`src/rtl/mc_ctrl_fsm.sv`:
```
// Multicycle MIPS control unit: main-decode FSM, ALU decode and PC-enable logic.
// Stalls on mem_ready in FETCH/MEMRD/MEMWR; illegal instructions trap or fall back to FETCH.
module mc_ctrl_fsm #(
  parameter logic MEM_WAIT_EN     = 1'b1,
  parameter logic EN_BNE          = 1'b1,
  parameter logic EN_LOGIC_IMM    = 1'b1,
  parameter logic TRAP_ON_ILLEGAL = 1'b1
) (
  input  logic       clk,
  input  logic       reset,
  input  logic [5:0] op,
  input  logic [5:0] funct,
  input  logic       zero,
  input  logic       mem_ready,
  output logic       memwrite,
  output logic       irwrite,
  output logic       regwrite,
  output logic       pcen,
  output logic       alusrca,
  output logic       iord,
  output logic       memtoreg,
  output logic       regdst,
  output logic       immext,
  output logic [1:0] alusrcb,
  output logic [1:0] pcsrc,
  output logic [2:0] alucontrol,
  output logic       illegal,
  output logic [3:0] state_o
);

  localparam logic [5:0] OP_RTYPE = 6'b000000;
  localparam logic [5:0] OP_LW    = 6'b100011;
  localparam logic [5:0] OP_SW    = 6'b101011;
  localparam logic [5:0] OP_BEQ   = 6'b000100;
  localparam logic [5:0] OP_BNE   = 6'b000101;
  localparam logic [5:0] OP_ADDI  = 6'b001000;
  localparam logic [5:0] OP_ANDI  = 6'b001100;
  localparam logic [5:0] OP_ORI   = 6'b001101;
  localparam logic [5:0] OP_J     = 6'b000010;

  localparam logic [5:0] FN_ADD = 6'b100000;
  localparam logic [5:0] FN_SUB = 6'b100010;
  localparam logic [5:0] FN_AND = 6'b100100;
  localparam logic [5:0] FN_OR  = 6'b100101;
  localparam logic [5:0] FN_SLT = 6'b101010;

  localparam logic [2:0] ALU_ADD = 3'b010;
  localparam logic [2:0] ALU_SUB = 3'b110;
  localparam logic [2:0] ALU_AND = 3'b000;
  localparam logic [2:0] ALU_OR  = 3'b001;
  localparam logic [2:0] ALU_SLT = 3'b111;

  typedef enum logic [3:0] {
    S_FETCH   = 4'd0,  S_DECODE  = 4'd1,  S_MEMADR = 4'd2,  S_MEMRD  = 4'd3,
    S_MEMWB   = 4'd4,  S_MEMWR   = 4'd5,  S_RTYPEEX = 4'd6, S_ALUWB  = 4'd7,
    S_BEQ     = 4'd8,  S_BNE     = 4'd9,  S_ADDIEX = 4'd10, S_LOGIEX = 4'd11,
    S_IMMWB   = 4'd12, S_JUMP    = 4'd13, S_TRAP   = 4'd14
  } state_t;

  state_t     state_q, state_d, state_v;
  logic       mem_ok, funct_ok, op_ok;
  logic [2:0] rtype_alu;

  assign mem_ok  = MEM_WAIT_EN ? mem_ready : 1'b1;
  // While reset is held the outputs present FETCH values, whatever state_q holds.
  assign state_v = reset ? state_q : S_FETCH;
  assign state_o = state_v;

  always_ff @(posedge clk) begin
    if (!reset) state_q <= S_FETCH;
    else        state_q <= state_d;
  end

  always_comb begin
    funct_ok  = 1'b1;
    rtype_alu = ALU_ADD;
    case (funct)
      FN_ADD:  rtype_alu = ALU_ADD;
      FN_SUB:  rtype_alu = ALU_SUB;
      FN_AND:  rtype_alu = ALU_AND;
      FN_OR:   rtype_alu = ALU_OR;
      FN_SLT:  rtype_alu = ALU_SLT;
      default: funct_ok  = 1'b0;
    endcase
  end

  always_comb begin
    op_ok = 1'b0;
    case (op)
      OP_RTYPE:                           op_ok = funct_ok;
      OP_LW, OP_SW, OP_BEQ, OP_ADDI, OP_J: op_ok = 1'b1;
      OP_BNE:                             op_ok = EN_BNE;
      OP_ANDI, OP_ORI:                    op_ok = EN_LOGIC_IMM;
      default:                            op_ok = 1'b0;
    endcase
  end

  always_comb begin
    state_d    = state_v;
    memwrite   = 1'b0;
    irwrite    = 1'b0;
    regwrite   = 1'b0;
    pcen       = 1'b0;
    alusrca    = 1'b0;
    iord       = 1'b0;
    memtoreg   = 1'b0;
    regdst     = 1'b0;
    immext     = 1'b0;
    alusrcb    = 2'b00;
    pcsrc      = 2'b00;
    alucontrol = 3'b000;
    illegal    = 1'b0;
    case (state_v)
      S_FETCH: begin
        alusrcb    = 2'b01;
        alucontrol = ALU_ADD;
        irwrite    = mem_ok;
        pcen       = mem_ok;
        if (mem_ok) state_d = S_DECODE;
      end
      S_DECODE: begin
        alusrcb    = 2'b11;
        alucontrol = ALU_ADD;
        if (!op_ok) begin
          state_d = TRAP_ON_ILLEGAL ? S_TRAP : S_FETCH;
        end else begin
          case (op)
            OP_LW, OP_SW:    state_d = S_MEMADR;
            OP_RTYPE:        state_d = S_RTYPEEX;
            OP_BEQ:          state_d = S_BEQ;
            OP_BNE:          state_d = S_BNE;
            OP_ADDI:         state_d = S_ADDIEX;
            OP_ANDI, OP_ORI: state_d = S_LOGIEX;
            OP_J:            state_d = S_JUMP;
            default:         state_d = S_FETCH;
          endcase
        end
      end
      S_MEMADR: begin
        alusrca    = 1'b1;
        alusrcb    = 2'b10;
        alucontrol = ALU_ADD;
        state_d    = (op == OP_SW) ? S_MEMWR : S_MEMRD;
      end
      S_MEMRD: begin
        iord = 1'b1;
        if (mem_ok) state_d = S_MEMWB;
      end
      S_MEMWB: begin
        memtoreg = 1'b1;
        regwrite = 1'b1;
        state_d  = S_FETCH;
      end
      S_MEMWR: begin
        // Write strobe stays up for the whole wait so memory sees a stable request.
        iord     = 1'b1;
        memwrite = 1'b1;
        if (mem_ok) state_d = S_FETCH;
      end
      S_RTYPEEX: begin
        alusrca    = 1'b1;
        alucontrol = rtype_alu;
        state_d    = S_ALUWB;
      end
      S_ALUWB: begin
        regdst   = 1'b1;
        regwrite = 1'b1;
        state_d  = S_FETCH;
      end
      S_BEQ, S_BNE: begin
        alusrca    = 1'b1;
        alucontrol = ALU_SUB;
        pcsrc      = 2'b01;
        pcen       = (state_v == S_BEQ) ? zero : ~zero;
        state_d    = S_FETCH;
      end
      S_ADDIEX: begin
        alusrca    = 1'b1;
        alusrcb    = 2'b10;
        alucontrol = ALU_ADD;
        state_d    = S_IMMWB;
      end
      S_LOGIEX: begin
        alusrca    = 1'b1;
        alusrcb    = 2'b10;
        immext     = 1'b1;
        alucontrol = (op == OP_ANDI) ? ALU_AND : ALU_OR;
        state_d    = S_IMMWB;
      end
      S_IMMWB: begin
        regwrite = 1'b1;
        state_d  = S_FETCH;
      end
      S_JUMP: begin
        pcsrc   = 2'b10;
        pcen    = 1'b1;
        state_d = S_FETCH;
      end
      S_TRAP: begin
        illegal = 1'b1;
        state_d = S_TRAP;
      end
      default: state_d = S_FETCH;
    endcase
    if (!reset) begin
      memwrite = 1'b0;
      irwrite  = 1'b0;
      regwrite = 1'b0;
      pcen     = 1'b0;
    end
  end

endmodule
```
`config.mk`:
```
export PLATFORM = sky130hd
export DESIGN_NAME = mc_ctrl_fsm
export DESIGN_NICKNAME = d
export VERILOG_FILES = /design/src/rtl/mc_ctrl_fsm.sv
export SDC_FILE = /design/constraint.sdc
export NUM_CORES = 1
export LEC_CHECK = 0
export CAP_MARGIN = 0
export CORE_MARGIN = 2
export CORE_UTILIZATION = 41
export DETAILED_ROUTE_END_ITERATION = 6
export PLACE_DENSITY_LB_ADDON = 0.08
export SYNTH_ARGS = -nofsm -noshare
export SYNTH_HDL_FRONTEND = slang
export SYNTH_SLANG_ARGS = --single-unit
export TNS_END_PERCENT = 30
```
`constraint.sdc`:
```
create_clock -name clk -period 5.4 [get_ports clk]
set_clock_uncertainty 0.15 [all_clocks]
set_input_delay 0.54 -clock clk [delete_from_list [all_inputs] [get_ports clk]]
set_output_delay 0.54 -clock clk [all_outputs]
set_load 0.05 [all_outputs]
```
==> run metrics, run 1 <==
outcome finished clean; Post-Layout Cell Count 156; drt first pass iters 4; via/cell ratio 5.74; kind of critical path in2out; synth warn 0; hold-fix buffers at CTS 0; Die Area 0.00204 mm^2; CTS-repair resized insts 0; Pwr Total 0.318 mW; Seq/Total Area, Yosys 11.6%; Mapped Avg Cell Area 6.42 um^2; fill cell count 149; via count of the first global-routing pass 764; largest net degree at the start of global routing 24; worst hold path depth 2; Post-CTS Setup Bufs 0; total global-route track usage 20.5%; internal power 0.150 mW; first-pass GRT wire length 3190 um; Detailed Place HPWL 1540 um; Slew HR 55.2%; chip width 45.1 um; Synth Area in Simple Gates 44.4%; Compound-Gate Fraction of Synth Area 30.0%; largest register by flop count state_q; total gr overflow 0; IO buf count 36; Area Overhead vs Synth 53.1%; flip-flop count of the largest register after layout 4; CTS tree done; RR Startpoint state_q[2]; Worst Path Arrival 2870 ps; Core Region 0.00154 mm^2; Worst-Skew Late Latency 240 ps; Sw Share 52.8%; post-synthesis xor/xnor area fraction 3.79%; CTS Buf Count 3; vias post-DR 895; Hold Fails Final Rpt 0; synthesis-stage register bit count 4; Post-synth EDFFs 0; final worst-path cycle share 66.0%; Net Sw Power 0.168 mW; clk root buf clkbuf_4; top cell type's share of synthesized area 11.6%; count of unique library cells instantiated by Yosys 38; WL per Instance 13.1 um; initial antenna violation count 0; multi-input logic area 552 um^2; DRC 0; biggest regs state_q x4; pre-CTS setup slack 1860 ps; crit end category output port; fraction of the mapped netlist area in adder cells 0%; Slew Viols, Final 0; Leak 0.378 nW; Mapped Cells 108; Worst Hold End state_q[3]; row count 14; Worst Path Required 4710 ps; Hold WS 547 ps; Max clock buf depth 2; most frequent cells in the layout 36 x clkdlybuf4s50_1, 12 x nand2_1, 9 x nor2_1; Tightest Pin Transition 672 ps; largest family of logic cells by synthesized area simple AND/OR/NAND/NOR gates; worst r2r path cells 4; top cells by area, synth dfxtp_1 12%, nand2_1 6.5%, o21ai_0 5.8%; nets 158; GPL Wtd Cong 0.808; syn nets 124; Worst R2R End state_q[0]; maximum vdd drop 0.240 mV; TNS Setup 0 ps; setup ws final 1840 ps; Placed Cells 153; # IOs 37; worst-path fanout max 14; RSZ-0062 raised after global routing false; Die Height 45.1 um; CTS Sinks 4; Clock Pin Slew Worst Setup and Hold Paths 40 ps; layout cell share with drive strength beyond 1 4.29%; Reg power frac 22.0%; worst min path class reg2reg; Startpoint Class input pin; max_cap viols 0; Post-Route WL 2040 um; htree depth 1; ys async rst share 0%; HP Start state_q[0]; Power Dens Cells 300 mW/mm^2; part of the power in the clock network 11.8%; # setup viols final 0; area leader, netlist dfxtp_1; cell area after synthesis 693 um^2; Antenna diodes 0; Initial DRC Count 18; Routed Antenna Nets 0; Initial Util 45.0%; post-route minimum period 3560 ps; Top FF cell, synth dfxtp_1; post-synthesis mux area share 1.44%; Reg area 80.1 um^2; commonest non-fill, non-tap cell in the layout clkdlybuf4s50_1; Max Fclk 281 MHz; combinational share of power 66.2%; reg2reg setup slack 3460 ps
-- layer usage --
layer	vias to the layer above	global-route usage, %	part of all wire (%)
met5	-	0	0
met4	0	1.76	0
met3	0	4.80	5.6
met2	25	33.7	45
met1	404	28.4	49
li1	466	-	-
-- worst max-delay path by stage --
| stage | slack (ps) | to | start |
|---|---|---|---|
| after floorplan | 2100 | alucontrol[2] | state_q[2] |
| after global placement | 1910 | pcen | reset |
| after detailed placement | 1860 | alucontrol[2] | reset |
| final | 1840 | pcen | reset |
| after global routing | 1690 | alucontrol[2] | reset |
| after CTS | 1850 | pcen | reset |
-- synth_stat cells, drive strengths merged (3+ instances only) --
cell type and n:
a21oi 5, a31oi 3, and2 3, clkbuf 5
dfxtp 4, inv 7, nand2 12, nand2b 3
nand3 6, nor2 9, nor2b 3, nor3 4
nor3b 3, o21ai 8, o31a 3, xnor2 3
-- critical path: stages --
cell             delay, ps
clkdlybuf4s50_1        720
nand2_1                160
or3_1                  390
o22ai_1                110
and2_1                 140
clkdlybuf4s50_1        800
-- stage by stage --
| stage | cell area (um^2) | utilization (%) |
|---|---|---|
| 2_1_floorplan | 693 | - |
| 3_3_place_gp | 1040 | 67.4 |
| 3_5_place_dp | 1040 | 67.4 |
| 4_1_cts | 1060 | 68.8 |
| 5_1_grt | 1060 | 68.8 |
| 6_report | 1060 | 68.8 |
-- kinds of logic (layout without fill, tap and decap cells) --
kind of cell	Yosys count	in the layout
flip-flops	4	4
AO/OA/AOI/OAI	31	31
XOR/XNOR	3	3
AND/OR/NAND/NOR	55	55
buffers and inverters	14	46
multiplexers	1	1
-- power groups by stage --
| stage | combinational, mW | clock, mW | sequential (mW) |
|---|---|---|---|
| after global routing | 0.224 | 0.0409 | 0.0735 |
| final | 0.211 | 0.0376 | 0.0700 |
| after global placement | 0.208 | 0 | 0.0697 |
| after detailed placement | 0.210 | 0 | 0.0694 |
| after floorplan | 0.178 | 0 | 0.0416 |
| after CTS | 0.211 | 0.0385 | 0.0691 |
-- area by class of cell --
type,count,area share (%)
Inverter,7,2.48
Sequential cell,4,7.55
Clock buffer,3,2.12
Tap cell,16,1.89
Timing Repair Buffer,36,34.0
Multi-Input combinational cell,90,52.0
(Power assumes the default switching activity.)
==> inputs of run 2 (changes only) <==
CORE_UTILIZATION = 38   (was 41)
clock period = 3.38 ns   (was 5.4 ns; I/O delays follow)
==> run 2 against run 1 <==
  * Non-clock buffer count up 1
  * Critical endpoint is now alucontrol[0]
  * Power increased by 60%
  * Largest cell class unchanged
  * Critical path type is now reg2out
  * Combinational power up 60%
  * Clock power increased by 51%
==> run metrics, run 2 (synthesis results as in run 1) <==
IO buf count 36; Reg power frac 22.5%; clk root buf clkbuf_4; HP Start state_q[0]; worst-path fanout max 19; RSZ-0062 raised after global routing false; layout cell share with drive strength beyond 1 6.38%; Slew Viols, Final 0; Sw Share 52.9%; GPL Wtd Cong 0.811; cell family with most CP delay buffers and inverters; # setup viols final 0; Slowest cell on crit path clkdlybuf4s50_1; max_cap viols 0; Core Region 0.00173 mm^2; Slew HR 54.1%; htree depth 1; Max clock buf depth 2; Antenna diodes 0; Startpoint Class flip-flop; Net Sw Power 0.269 mW; drt first pass iters 4; nets 159; TNS Setup 0 ps; Worst-Skew Late Latency 230 ps; part of the power in the clock network 11.2%; Clock Pin Slew Worst Setup and Hold Paths 40 ps; Detailed Place HPWL 1620 um; chip width 46.7 um; CTS Sinks 4; commonest non-fill, non-tap cell in the layout clkdlybuf4s50_1; Post-Route WL 2110 um; Hold WS 556 ps; CTS-repair resized insts 0; first-pass GRT wire length 3310 um; crit end category output port; DRC 0; Bufs and invs on worst path 1; via count of the first global-routing pass 805; total gr overflow 0; Hold Fails Final Rpt 0; Max stage delay on crit path 820 ps; maximum vdd drop 0.461 mV; combinational share of power 66.3%; Power Dens Cells 473 mW/mm^2; kind of critical path reg2out; Tightest Pin Transition 688 ps; Leak 0.386 nW; largest net degree at the start of global routing 24; fill cell count 173; Worst Path Arrival 2430 ps; internal power 0.239 mW; Routed Antenna Nets 0; initial antenna violation count 0; hold-fix buffers at CTS 0; flip-flop count of the largest register after layout 4; outcome finished clean; Initial DRC Count 15; # IOs 37; largest register by flop count state_q; most frequent cells in the layout 34 x clkdlybuf4s50_1, 12 x nand2_1, 9 x nor2_1; Area Overhead vs Synth 55.1%; crit path cell chain and3_1 -> nand3_1 -> o21ai_0 -> clkdlybuf4s50_1; Critical path origin state_q[1]; Max Fclk 343 MHz; Worst Path Required 2890 ps; RR Startpoint state_q[1]; Die Height 46.7 um; WL per Instance 12.7 um; Post-CTS Setup Bufs 0; CTS tree done; total global-route track usage 20.8%; final worst-path cycle share 86.2%; CTS Buf Count 3; worst min path class reg2reg; vias post-DR 917; row count 15; Die Area 0.00218 mm^2; post-route minimum period 2910 ps; Pwr Total 0.508 mW; biggest regs state_q x4; via/cell ratio 5.52; Initial Util 40.1%
-- run 2: cell types whose count changed in the layout (fill, tap and decap cells not counted) --
cell,previous run,this run
clkdlybuf4s50_1,36,34
buf_4,0,3
-- run 2: worst paths after layout --
kind | end | slack, ps | cells after the start
hold reg to reg | state_q[3] | 560 | 2
setup reg to reg | state_q[0] | 1400 | 4
setup / recovery | alucontrol[0] | 470 | 4
hold / removal | state_q[3] | 560 | 2
-- run 2: area by class of cell --
class	instances	area (um^2)	area share, %
inverter	7	26.3	2.44
sequential	4	80.1	7.45
tap	25	31.3	2.91
timing repair buffer	37	363	33.8
multi-input combinational	90	552	51.3
clock buffer	3	22.5	2.10
-- run 2: metal layers --
layer  part of all wire (%)  up-vias  GRT usage (%)
li1                       -      464              -
met4                      0        0              0
met3                    6.3        0           8.24
met2                     47       28           35.6
met1                     46      425           26.6
met5                      0        -              0
-- run 2: tightest hold or removal path: stages (launching register included) --
cell and delay [ps]:
dfxtp_1 400, nand2_1 120, a31o_2 150
-- run 2: metrics by stage --
step / cell area [um^2] / std cells / util (%) / worst slack, ps
3_5_place_dp: 1050 / 163 / 60.9 / 472
5_1_grt: 1070 / 166 / 62.2 / 313
4_1_cts: 1070 / 166 / 62.2 / 470
3_3_place_gp: 1050 / 163 / 60.9 / 501
6_report: 1070 / 166 / 62.2 / 465
2_1_floorplan: 693 / 108 / - / 281
-- run 2: power by group through the flow --
stage | registers, mW | logic [mW] | clock network, mW
after floorplan | 0.0665 | 0.284 | 0
after global placement | 0.113 | 0.335 | 0
after detailed placement | 0.113 | 0.337 | 0
after CTS | 0.112 | 0.338 | 0.0608
after global routing | 0.118 | 0.363 | 0.0658
final | 0.114 | 0.337 | 0.0569
==> inputs of run 3 (changes only) <==
HOLD_SLACK_MARGIN = 0.1   (was unset)
==> results of run 3 <==
The final DEF is identical to that of run 2; final timing and power are the same.
